$ cat src/rtl/riscv_trace_buffer.sv
// Instruction-trace capture: circular {pc, instr} buffer with PC-match trigger,
// post-trigger window and oldest-first drain. Define TRACE_CYCLE_EN to add 16-bit cycle stamps.
module riscv_trace_buffer #(
  parameter int XLEN      = 32,
  parameter int DEPTH     = 16,
  parameter int POST_TRIG = 4,
  localparam int AW = $clog2(DEPTH),
  localparam int CW = AW + 1,
`ifdef TRACE_CYCLE_EN
  localparam int DW = XLEN + 48
`else
  localparam int DW = XLEN + 32
`endif
) (
  input  logic          clk,
  input  logic          reset,
  input  logic          arm,
  input  logic          trig_en,
  input  logic [XLEN-1:0] trig_pc,
  input  logic          cap_valid,
  input  logic [XLEN-1:0] cap_pc,
  input  logic [31:0]   cap_instr,
  output logic [1:0]    state,
  output logic          frozen,
  output logic [CW-1:0] count,
  input  logic          rd_en,
  output logic          rd_valid,
  output logic [DW-1:0] rd_data,
  output logic          rd_empty
);

  typedef enum logic [1:0] {
    S_IDLE   = 2'd0,
    S_ARMED  = 2'd1,
    S_POST   = 2'd2,
    S_FROZEN = 2'd3
  } state_t;

  state_t          state_q, state_d;
  logic [AW-1:0]   wptr_q;
  logic [CW-1:0]   count_q;
  logic [CW-1:0]   post_q;
  logic [DW-1:0]   mem [DEPTH];
  logic [AW-1:0]   rptr;
  logic [DW-1:0]   entry;
  logic            wr_en, hit, rd_fire;

`ifdef TRACE_CYCLE_EN
  logic [15:0] cycle_q;

  always_ff @(posedge clk or posedge reset) begin
    if (reset) cycle_q <= '0;
    else       cycle_q <= cycle_q + 16'd1;
  end

  assign entry = {cap_pc, cap_instr, cycle_q};
`else
  assign entry = {cap_pc, cap_instr};
`endif

  assign wr_en   = cap_valid && !arm && (state_q == S_ARMED || state_q == S_POST);
  assign hit     = cap_valid && trig_en && (cap_pc == trig_pc) && (state_q == S_ARMED);
  // Oldest entry sits count slots behind wptr; it moves forward as count drains.
  assign rptr    = wptr_q - count_q[AW-1:0];
  // Read handshake: rd_en is a request with no back-pressure; it is accepted only
  // in FROZEN with count>0, and each acceptance yields exactly one rd_valid pulse
  // carrying rd_data on the following cycle.
  assign rd_fire = rd_en && !arm && (state_q == S_FROZEN) && (count_q != '0);

  always_ff @(posedge clk or posedge reset) begin
    if (reset) state_q <= S_IDLE;
    else       state_q <= state_d;
  end

  always_comb begin
    state_d = state_q;
    if (arm) begin
      state_d = S_ARMED;
    end else begin
      case (state_q)
        S_ARMED: if (hit) state_d = (POST_TRIG == 0) ? S_FROZEN : S_POST;
        S_POST:  if (cap_valid && post_q == CW'(1)) state_d = S_FROZEN;
        default: state_d = state_q;
      endcase
    end
  end

  always_ff @(posedge clk or posedge reset) begin
    if (reset) begin
      wptr_q   <= '0;
      count_q  <= '0;
      post_q   <= '0;
      rd_valid <= 1'b0;
      rd_data  <= '0;
    end else begin
      rd_valid <= rd_fire;
      if (rd_fire) rd_data <= mem[rptr];
      if (arm) begin
        wptr_q  <= '0;
        count_q <= '0;
      end else if (wr_en) begin
        wptr_q <= wptr_q + AW'(1);
        if (count_q != CW'(DEPTH)) count_q <= count_q + CW'(1);
      end else if (rd_fire) begin
        count_q <= count_q - CW'(1);
      end
      if (hit) post_q <= CW'(POST_TRIG);
      else if (wr_en && state_q == S_POST) post_q <= post_q - CW'(1);
    end
  end

  // Storage has no reset: count masks stale contents.
  always_ff @(posedge clk) begin
    if (wr_en) mem[wptr_q] <= entry;
  end

  assign state    = state_q;
  assign frozen   = (state_q == S_FROZEN);
  assign count    = count_q;
  assign rd_empty = (count_q == '0);

endmodule

$ cat config.mk
export PLATFORM = sky130hd
export DESIGN_NAME = riscv_trace_buffer
export DESIGN_NICKNAME = d
export VERILOG_FILES = /design/src/rtl/riscv_trace_buffer.sv
export SDC_FILE = /design/constraint.sdc
export NUM_CORES = 1
export LEC_CHECK = 0
export CAP_MARGIN = 0
export CORE_AREA = 2 2 270 272
export DETAILED_ROUTE_END_ITERATION = 8
export DIE_AREA = 0 0 272 274
export PLACE_DENSITY_LB_ADDON = 0.12
export REMOVE_ABC_BUFFERS = 1
export SYNTH_ARGS = -nofsm -noshare
export SYNTH_HDL_FRONTEND = slang
export SYNTH_SLANG_ARGS = --single-unit
$ cat constraint.sdc
create_clock -name clk -period 9.5 [get_ports clk]
set_input_delay 1.425 -clock clk [delete_from_list [all_inputs] [get_ports clk]]
set_output_delay 1.425 -clock clk [all_outputs]
set_load 0.02 [all_outputs]
==> flow_summary.ini <==
[routing]
drtPass1Iterations = 8
drtIter0Drc = 2129
vias_per_cell = 6.27
wire_per_inst_um = 27.7
vias = 20960
drcViolationCount = 0
drt-total-wl_mm = 92.5
antenna_left = 0

[placed_design]
port_buffers = 175
gp_congestion = 0.763
hpwl_mm = 47.8

[clock_tree]
hold_buffers = 0
clock_sinks = 1105
numCtsBuffers = 107
cts_resized = 0
tritoncts = yes
cts-root-buf = clkbuf_16
clkTransAtPathRegs_ns = 0.06
clockBufferDepth = 3
cts_setup_buffers = 0
clkLatencyLatePin_ns = 0.65
cts.htree.levels = 3

[sta]
rsz0062_at_grt = false
finalHoldViolCount = 0
min_period_ns = 4.55
tns_ns = 0
slew_viol_final = 0
slew_headroom = 0.281
worstMarginPinSlew_ns = 1.08
fmax_ghz = 0.220
clock_skew_ns = 0.0168
worst_hold_slack_ns = 0.475
period_share = 0.479
setup_viol = 0

[global_route]
grt_pass1_vias = 21852
grt_max_degree = 127
track_usage = 0.255
grt_pass1_wl_mm = 139
grt_antenna_before_repair = 3
overflow = 0

[synth]
synth_flop_cell = edfxtp_1
synth_cell_type_count = 41
synthCells = 2091
synthTopCellsByArea = edfxtp_1, mux4_2, dfrtp_1
syn_area_um2 = 42700
synth_seq_cells = 1105
yosysSeqAreaShare = 0.767
synth_top_cell_area_share = 0.719
yosysTopAreaCell = edfxtp_1
avgSynthCellArea_um2 = 20.4
synth_most_common_cell = edfxtp_1
synth.top_cells.by_count = edfxtp_1, mux4_2, nand2_1, dfrtp_1, and2_1
synth_edf_count = 1024
ys_warn_count = 0
synthArstFlopShare = 0.0733

[die]
initial_utilization = 0.594
rows = 99
dieHeight_um = 274
die-area_um2 = 74500
fp.dieW_um = 272
io_pins = 176
core_um2 = 72000

[run_status]
outcome = complete, no violations

[min_path]
hold_class = flip-flop to flip-flop

[pwr]
irDropWorstVdd_v = 0.000371
power_density_nw_per_um2 = 294
power_mw = 14.4
p_leak_nw = 16.2

[finish]
nets = 2411
syn_to_final_growth_pct = 14.5
drive_gt1_frac = 0.198

[setup_path]
arrival_ns = 5.11
path_class = input pin to flip-flop
critPathMaxFanout = 17
required_ns = 10.06
cp-start-kind = input pin
critPathCaptureType = flip-flop

[job]
maxCapViolations = 0
flip-flops by register name, summed over array words and instances, names as in the netlist:
register / count
rd_valid: 1
wptr_q: 4
state: 2
post_q: 5
count: 5
mem: 1024
rd_data: 64
where the power goes:
group	switching (mW)	internal, mW
Clock	1.72	2.36
Combinational	2.56	2.07
Sequential	0.148	5.52
Total	4.43	9.95
stage by stage:
stage | util | setup slack [ns] | instance area, um^2 | std cells
3_3_place_gp | 0.633 | 4.23 | 45600 | 3142
4_1_cts | 0.680 | 4.84 | 49000 | 3342
6_report | 0.680 | 4.95 | 49000 | 3343
5_1_grt | 0.680 | 4.74 | 49000 | 3343
3_5_place_dp | 0.633 | 4.16 | 45600 | 3142
2_1_floorplan | - | -2.17 | 42300 | 1976
cells by family (layout without fill, tap and decap cells):
logic type / count (synthesis) / in the layout / synth area share
flops: 1105 / 1105 / 0.767
simple gates: 389 / 389 / 0.0445
mux: 261 / 261 / 0.136
compound gates: 144 / 144 / 0.0250
buf+inv: 130 / 422 / 0.0129
xor+xnor: 45 / 45 / 0.00922
fa+ha+maj: 17 / 17 / 0.00533
other cells: 0 / 1 / 0
worst max-delay path, cell delays in order:
cell and delay [ns]:
clkdlybuf4s50_1 0.84, xor2_1 0.20, nor4_1 0.92, nand4_1 0.52, nor4_2 0.64, mux2_2 0.41, o21ai_0 0.15
layout make-up:
type / count / area, um^2
flip-flops and latches: 1105 / 32800
fillers: 4497 / 23000
multi-input cells: 856 / 9520
clock buffers: 151 / 3050
repair buffers: 207 / 2000
well taps: 959 / 1200
clock inverters: 49 / 357
inverters: 15 / 58.8
diodes: 1 / 2.50
metal layers:
layer	track usage	wire (um)
met4	0.0727	2020
met3	0.0402	6940
met1	0.370	38200
met5	0	30
met2	0.413	45300
final timing paths:
kind                             start     endpoint  slack [ns]  depth (start not counted)
max reg2reg                  wptr_q[0]  rd_data[29]        5.12                          9
max                         cap_pc[11]     state[0]        4.95                          7
min reg2reg                rd_data[29]  rd_data[29]        0.47                          2
max in group asynchronous        reset     count[3]        6.96                          3
min                        rd_data[29]  rd_data[29]        0.47                          2
min in group asynchronous        reset  rd_data[18]        1.26                          2
cell usage in the layout (no fill, tap or decap), types with 12 or more instances in the layout:
cell type and count:
and3_1 65, o31ai_1 64, clkinv_2 19, edfxtp_1 1024
clkbuf_16 111, and2_4 16, dfrtp_1 81, clkbuf_8 12
inv_1 13, xor2_1 33, clkbuf_1 28, nand2_1 203
ha_1 14, a211oi_1 64, clkinv_1 21, clkdlybuf4s50_1 175
buf_4 31, and2_1 64, nor2_1 14, mux4_2 256
Power figures use the tool's default switching activity.
